### config.mk
export PLATFORM = sky130hd
export DESIGN_NAME = picomips_mc
export DESIGN_NICKNAME = d
export VERILOG_FILES = /design/src/rtl/picomips_mc.sv
export SDC_FILE = /design/constraint.sdc
export NUM_CORES = 1
export LEC_CHECK = 0
export BUFFER_PORTS_ARGS = -buffer_cell sky130_fd_sc_hd__buf_2
export CORE_MARGIN = 5
export CORE_UTILIZATION = 34
export CTS_CLUSTER_SIZE = 20
export DETAILED_ROUTE_END_ITERATION = 6
export GPL_ROUTABILITY_DRIVEN = 0
export GPL_TIMING_DRIVEN = 1
export PLACE_DENSITY_LB_ADDON = 0.2
export RECOVER_POWER = 50
export SYNTH_ARGS = -nofsm -noshare
export SYNTH_HDL_FRONTEND = slang
export SYNTH_SLANG_ARGS = --single-unit
### constraint.sdc
create_clock -name clk -period 16.9 [get_ports clk]
set_input_delay 3.38 -clock clk [delete_from_list [all_inputs] [get_ports clk]]
set_output_delay 3.38 -clock clk [all_outputs]
set_load 0.01 [all_outputs]
### src/rtl/picomips_mc.sv
`default_nettype none
// +--------------------------------------------------------------------------+
// | Module  : picomips_mc                                                    |
// | Purpose : Multicycle picoMIPS core. FETCH/EXEC state machine with        |
// |           MEM and WAIT_IN states, a synchronous data RAM for LD/ST,      |
// |           and handshaked input/output ports. Program ROM is external     |
// |           and combinational.                                             |
// | Ports   : clk        - clock, rising edge                                |
// |           reset      - synchronous, active-low reset                     |
// |           imem_addr  - program address (the PC)                          |
// |           imem_data  - instruction word from the ROM                     |
// |           in_data    - input port data                                   |
// |           in_valid   - input data available                              |
// |           in_ready   - core accepts input (WAIT_IN only)                 |
// |           outport    - output port register                              |
// |           out_valid  - one-cycle strobe after outport is updated         |
// |           halted     - core is halted                                    |
// | Revision: 1.0 - initial release                                          |
// +--------------------------------------------------------------------------+
// Assumes Dsize <= n and Psize <= n (addresses are taken from n-bit values).
module picomips_mc #(
  parameter int n      = 8,
  parameter int Psize  = 6,
  parameter int Dsize  = 5,
  parameter int Rcount = 32
) (
  input  logic             clk,
  input  logic             reset,
  output logic [Psize-1:0] imem_addr,
  input  logic [n+15:0]    imem_data,
  input  logic [n-1:0]     in_data,
  input  logic             in_valid,
  output logic             in_ready,
  output logic [n-1:0]     outport,
  output logic             out_valid,
  output logic             halted
);

  localparam int RW = $clog2(Rcount);

  localparam logic [5:0] OP_ADD  = 6'h01, OP_ADDI = 6'h02, OP_SUB  = 6'h03,
                         OP_SUBI = 6'h04, OP_AND  = 6'h05, OP_OR   = 6'h06,
                         OP_XOR  = 6'h07, OP_LD   = 6'h08, OP_ST   = 6'h09,
                         OP_IN   = 6'h0A, OP_OUT  = 6'h0B, OP_BEQ  = 6'h0C,
                         OP_BNE  = 6'h0D, OP_JMP  = 6'h0E, OP_HALT = 6'h0F;

  typedef enum logic [2:0] {
    S_FETCH   = 3'd0,
    S_EXEC    = 3'd1,
    S_MEM     = 3'd2,
    S_WAIT_IN = 3'd3,
    S_HALTED  = 3'd4
  } state_t;

  state_t           state_q, state_d;
  logic [Psize-1:0] pc_q, pc_d;
  logic [n+15:0]    ir_q, ir_d;
  logic             z_q, z_d, c_q, c_d;
  logic [n-1:0]     outport_q, outport_d;
  logic             out_valid_q, out_valid_d;
  logic             in_ready_q, in_ready_d;
  logic             halted_q, halted_d;

  // Storage without reset: register file and data RAM.
  logic [n-1:0]     rf_q [Rcount];
  logic [n-1:0]     mem_q [2**Dsize];
  logic [n-1:0]     mem_rdata_q;

  logic [5:0]       op;
  logic [4:0]       rd_idx, rs_idx;
  logic [n-1:0]     imm, rd_val, rs_val, alu_b;
  logic [n:0]       sum, diff;
  logic [Dsize-1:0] ea;
  logic [Psize-1:0] pc_inc;
  logic             rd_ok, rs_ok;
  logic             rf_we, mem_we, mem_re;
  logic [n-1:0]     rf_wd;

  assign op     = ir_q[n+15:n+10];
  assign rd_idx = ir_q[n+9:n+5];
  assign rs_idx = ir_q[n+4:n];
  assign imm    = ir_q[n-1:0];

  // Index 0 and indices beyond the implemented file read as zero.
  if (Rcount >= 32) begin : g_full_rf
    assign rd_ok = (rd_idx != 5'd0);
    assign rs_ok = (rs_idx != 5'd0);
  end else begin : g_part_rf
    localparam logic [4:0] RLIM = 5'(Rcount);
    assign rd_ok = (rd_idx != 5'd0) && (rd_idx < RLIM);
    assign rs_ok = (rs_idx != 5'd0) && (rs_idx < RLIM);
  end

  assign rd_val = rd_ok ? rf_q[rd_idx[RW-1:0]] : '0;
  assign rs_val = rs_ok ? rf_q[rs_idx[RW-1:0]] : '0;
  assign alu_b  = (op == OP_ADDI || op == OP_SUBI) ? imm : rs_val;
  assign sum    = {1'b0, rd_val} + {1'b0, alu_b};
  // Bit n of the widened difference is the borrow (rd < operand).
  assign diff   = {1'b0, rd_val} - {1'b0, alu_b};
  assign ea     = Dsize'(rs_val + imm);
  assign pc_inc = pc_q + Psize'(1);

  always_comb begin
    state_d     = state_q;
    pc_d        = pc_q;
    ir_d        = ir_q;
    z_d         = z_q;
    c_d         = c_q;
    outport_d   = outport_q;
    out_valid_d = 1'b0;
    rf_we       = 1'b0;
    rf_wd       = '0;
    mem_we      = 1'b0;
    mem_re      = 1'b0;
    unique case (state_q)
      S_FETCH: begin
        ir_d    = imem_data;
        state_d = S_EXEC;
      end
      S_EXEC: begin
        state_d = S_FETCH;
        pc_d    = pc_inc;
        case (op)
          OP_ADD, OP_ADDI: begin
            rf_we = 1'b1;
            rf_wd = sum[n-1:0];
            z_d   = (sum[n-1:0] == '0);
            c_d   = sum[n];
          end
          OP_SUB, OP_SUBI: begin
            rf_we = 1'b1;
            rf_wd = diff[n-1:0];
            z_d   = (diff[n-1:0] == '0);
            c_d   = diff[n];
          end
          OP_AND: begin rf_we = 1'b1; rf_wd = rd_val & rs_val; end
          OP_OR:  begin rf_we = 1'b1; rf_wd = rd_val | rs_val; end
          OP_XOR: begin rf_we = 1'b1; rf_wd = rd_val ^ rs_val; end
          OP_ST:  mem_we = 1'b1;
          OP_LD: begin
            mem_re  = 1'b1;
            pc_d    = pc_q;
            state_d = S_MEM;
          end
          OP_IN: begin
            pc_d    = pc_q;
            state_d = S_WAIT_IN;
          end
          OP_OUT: begin
            outport_d   = rd_val;
            out_valid_d = 1'b1;
          end
          OP_BEQ: if (z_q)  pc_d = imm[Psize-1:0];
          OP_BNE: if (!z_q) pc_d = imm[Psize-1:0];
          OP_JMP: pc_d = imm[Psize-1:0];
          OP_HALT: begin
            pc_d    = pc_q;
            state_d = S_HALTED;
          end
          default: ;
        endcase
      end
      S_MEM: begin
        rf_we   = 1'b1;
        rf_wd   = mem_rdata_q;
        pc_d    = pc_inc;
        state_d = S_FETCH;
      end
      S_WAIT_IN: begin
        if (in_valid && in_ready_q) begin
          rf_we   = 1'b1;
          rf_wd   = in_data;
          pc_d    = pc_inc;
          state_d = S_FETCH;
        end
      end
      S_HALTED: ;
      default: state_d = S_FETCH;
    endcase
    in_ready_d = (state_d == S_WAIT_IN);
    halted_d   = (state_d == S_HALTED);
  end

  always_ff @(posedge clk) begin
    if (!reset) begin
      state_q     <= S_FETCH;
      pc_q        <= '0;
      ir_q        <= '0;
      z_q         <= 1'b0;
      c_q         <= 1'b0;
      outport_q   <= '0;
      out_valid_q <= 1'b0;
      in_ready_q  <= 1'b0;
      halted_q    <= 1'b0;
    end else begin
      state_q     <= state_d;
      pc_q        <= pc_d;
      ir_q        <= ir_d;
      z_q         <= z_d;
      c_q         <= c_d;
      outport_q   <= outport_d;
      out_valid_q <= out_valid_d;
      in_ready_q  <= in_ready_d;
      halted_q    <= halted_d;
    end
  end

  // Writes are suppressed while reset is low so an aborted instruction
  // leaves no architectural trace.
  always_ff @(posedge clk) begin
    if (reset && rf_we && rd_ok) rf_q[rd_idx[RW-1:0]] <= rf_wd;
  end

  always_ff @(posedge clk) begin
    if (reset && mem_we) mem_q[ea] <= rd_val;
    if (mem_re)          mem_rdata_q <= mem_q[ea];
  end

  assign imem_addr = pc_q;
  assign in_ready  = in_ready_q;
  assign outport   = outport_q;
  assign out_valid = out_valid_q;
  assign halted    = halted_q;

endmodule
`default_nettype wire

==> summary.md <==
| Metric | Value |
|---|---|
| Sequential fraction of the synthesis area | 0.6463 |
| Required time of the critical path | 17.07 ns |
| Largest net degree at the start of global routing | 69 |
| FF+latch count, synth | 575 |
| Internal Dissipation | 2.550 mW |
| Rel. slew slack | -1.218 |
| Avg Inst Size Synth | 17.51 µm² |
| DRC errors left | 0 |
| Detailed-router iteration count before antenna repair | 5 |
| Critical path buffers and inverters | 1 |
| NumNets Final | 1,614 |
| Minimum clock period | 10.75 ns |
| DR vias | 14,100 |
| Mapped Cells | 1,477 |
| Post-route antenna net violation count | 0 |
| Worst hold path class | reg -> reg |
| Share of layout cells above drive strength 1 | 0.2613 |
| Post-synth top area share | 0.6037 |
| Sw Share | 0.2701 |
| H-tree depth | 2 |
| Hold_buf cts | 0 |
| Fillers | 6,865 |
| Total CTS buffers | 60 |
| Max-cap violations | 14 |
| Crit. End Element | flip-flop |
| CTS tree | built |
| Clk buf depth | 3 |
| Main flop type after synthesis | edfxtp_1 |
| Outcome | complete, but fails checks |
| Clock latency on the worst-skew pair | 0.65 ns |
| CTS clk-pin slew, worst paths | 0.06 ns |
| Worst IR Drop VDD | 0.09727 mV |
| Critical path's top delay family | simple AND/OR/NAND/NOR gates |
| I/O Pins | 52 |
| Met2 wire length | 32,380 µm |
| Synth-to-layout area growth | 12.64% |
| Highest metal used | met4 |
| DRT met1 WL | 31,200 µm |
| Cells on worst reg2reg path | 11 |
| Area of the mapped netlist | 25,870 µm² |
| Dpl hpwl | 45,600 µm |
| Die H | 285.8 µm |
| Cts repair resizes | 0 |
| Final Max Slew Viols | 502 |
| Postcts setup bufs | 0 |
| Post-synth cell types | 67 |
| Pwr dens | 119.9 nW/µm² |
| Final wirelength | 69,640 µm |
| Synth Warn # | 0 |
| Cells after DPL | 2,457 |
| Die area | 81,690 µm² |
| GRT overflow | 0 |
| Critical path start-end classification | reg -> reg |
| Final setup fails | 0 |
| WL/cell | 27.10 µm |
| Met3 routed WL | 4005 µm |
| Worst slew pin tran | 3.315 ns |
| GRT Total Usage | 0.1679 |
| Capture point of the worst path | rf_q[17][3] |
| Clock power share | 0.362 |
| Top cell type by total area after synthesis | edfxtp_1 |
| Crit-path max cell delay | 2.43 ns |
| Row cnt | 101 |
| Sequential share of power | 0.463 |
| Vias in the first global route | 14,320 |
| CTS root buf | clkbuf_16 |
| Slowest CP cell | nor2_1 |
| Max Clock Freq | 0.09301 GHz |
| RR Endpoint | rf_q[17][3] |
| RSZ-0062 raised after global routing | no |
| Slack of the worst reg-to-reg path | 6.15 ns |
| Failing checks | max-capacitance violations, max-slew violations |
| Async SR Flop Fraction | 0 |
| Worst-path cell chain | clkbuf_1, mux4_2, mux4_2, mux2i_1, nor2_1, ha_1, a21oi_1, xnor2_1, a22oi_1, a21oi_1, a221o_1 |
| Starting DRC count in detailed routing | 1,378 |
| Ant diodes | 0 |
| Period utilization | 0.6362 |
| Finished Layout Cells | 2,570 |
| Sinks on Clock Net | 575 |
| Logic pwr share | 0.175 |
| Worst EP arrival | 10.92 ns |
| Setup TNS | 0 ns |
| Switching pwr | 0.9435 mW |
| Core area | 75,700 µm² |
| Crit. path cell count | 11 |
| CP Launch Type | flip-flop |
| Vias per cell | 5.486 |
| Clk_skew | 0.04815 ns |
| Synth top area cells | edfxtp_1, mux4_2, dfxtp_1 |
| Initial antenna violation count | 0 |
| Die X | 285.8 µm |
| CP Max Fanout | 38 |
| First-pass GRT wire length | 101,600 µm |
| Final Hold Fails | 0 |
| Post-synth EDFFs | 520 |
| Initial core utilization | 0.3417 |
| P_leak | 9.076 nW |
| IO buf count | 51 |
## tightest hold or removal path: stages (launching register included)
cell	delay (ns)
dfxtp_1	0.31
nand2_1	0.05
a21oi_1	0.05
## power groups by stage
| stage | logic [mW] | registers (mW) | clock network, mW |
|---|---|---|---|
| 2_1_floorplan | 0.429 | 1.63 | 0 |
| 3_3_place_gp | 0.619 | 1.65 | 0 |
| 3_5_place_dp | 0.622 | 1.65 | 0 |
| 4_1_cts | 0.623 | 1.62 | 1.30 |
| 5_1_grt | 0.656 | 1.62 | 1.35 |
| 6_report | 0.611 | 1.62 | 1.26 |
## cells in the mapped netlist (9+ instances only)
library cell,instances
mux4_2,227
nand2_1,111
ha_1,35
a21oi_1,41
a221oi_1,9
edfxtp_1,520
mux2_2,15
xnor2_1,10
o21ai_0,25
nor3_1,14
dfxtp_1,55
a21boi_0,21
inv_1,33
nor2_1,110
mux2i_1,18
nand3b_1,9
nand3_1,14
clkbuf_1,48
buf_2,19
## how the worst min path moves through the flow
stage                     cells past startpoint        from         end  slack, ns
final                                         2  outport[6]  outport[6]       0.46
after global routing                          2  outport[1]  outport[1]       0.50
after CTS                                     2  outport[6]  outport[6]       0.46
after detailed placement                      2  outport[6]  outport[6]       0.45
after global placement                        2  outport[6]  outport[6]       0.45
after floorplan                               2     ir_q[6]     ir_q[6]       0.44
## state kept, by name, indices dropped and copies added, names as in the netlist, named ones only
signal       count
halted           1
in_ready         1
imem_addr        6
rf_q           256
ir_q            24
state_q          3
out_valid        1
mem_rdata_q      8
mem_q          256
z_q              1
outport          8
## per-layer routing
| metal | track usage | vias up |
|---|---|---|
| li1 | - | 6087 |
| met1 | 0.2405 | 7463 |
| met2 | 0.2636 | 449 |
| met3 | 0.03235 | 101 |
| met4 | 0.04860 | 0 |
| met5 | 0 | - |
## cell families (layout without fill, tap and decap cells)
family	after synthesis	count (layout)	share of synthesized area
multiplexers	264	264	0.2141
adder cells (fa/ha/maj)	38	38	0.01925
other	1	8	0.0001450
AND/OR/NAND/NOR	318	318	0.05635
flip-flops	575	575	0.6463
buffers and inverters	121	229	0.02036
AO/OA/AOI/OAI	144	144	0.03749
XOR/XNOR	16	16	0.005998
## metrics by stage
| step | hold WS, ns | setup slack, ns | utilization | power, mW | area (µm²) |
|---|---|---|---|---|---|
| floorplan | 0.4437 | 10.74 | - | 2.056 | 25890 |
| global placement | 0.4517 | 9.647 | 0.3616 | 2.264 | 27370 |
| detailed placement | 0.4547 | 9.522 | 0.3616 | 2.267 | 27370 |
| CTS | 0.4631 | 10.06 | 0.3863 | 3.534 | 29240 |
| global route | 0.5023 | 5.018 | 0.3849 | 3.627 | 29140 |
| finish | 0.4626 | 6.148 | 0.3849 | 3.493 | 29140 |
## placed cells by master, fill, tap and decap left out, drive strengths merged, types with 25 or more instances in the layout
cell type	instances
nor2	110
o21ai	25
a21oi	42
nand2	111
edfxtp	520
clkbuf	106
ha	35
buf	52
inv	36
mux4	229
dfxtp	55
clkinv	29
## final cells by class
cell class	instances	area, µm²	area share
Clock buffer	78	1597	0.05479
Timing Repair Buffer	80	412.9	0.01417
Inverter	36	135.1	0.004638
Clock inverter	35	279.0	0.009576
Tap cell	978	1224	0.04200
Sequential cell	575	16730	0.5741
Multi-Input combinational cell	788	8761	0.3007
(Power assumes the default switching activity.)
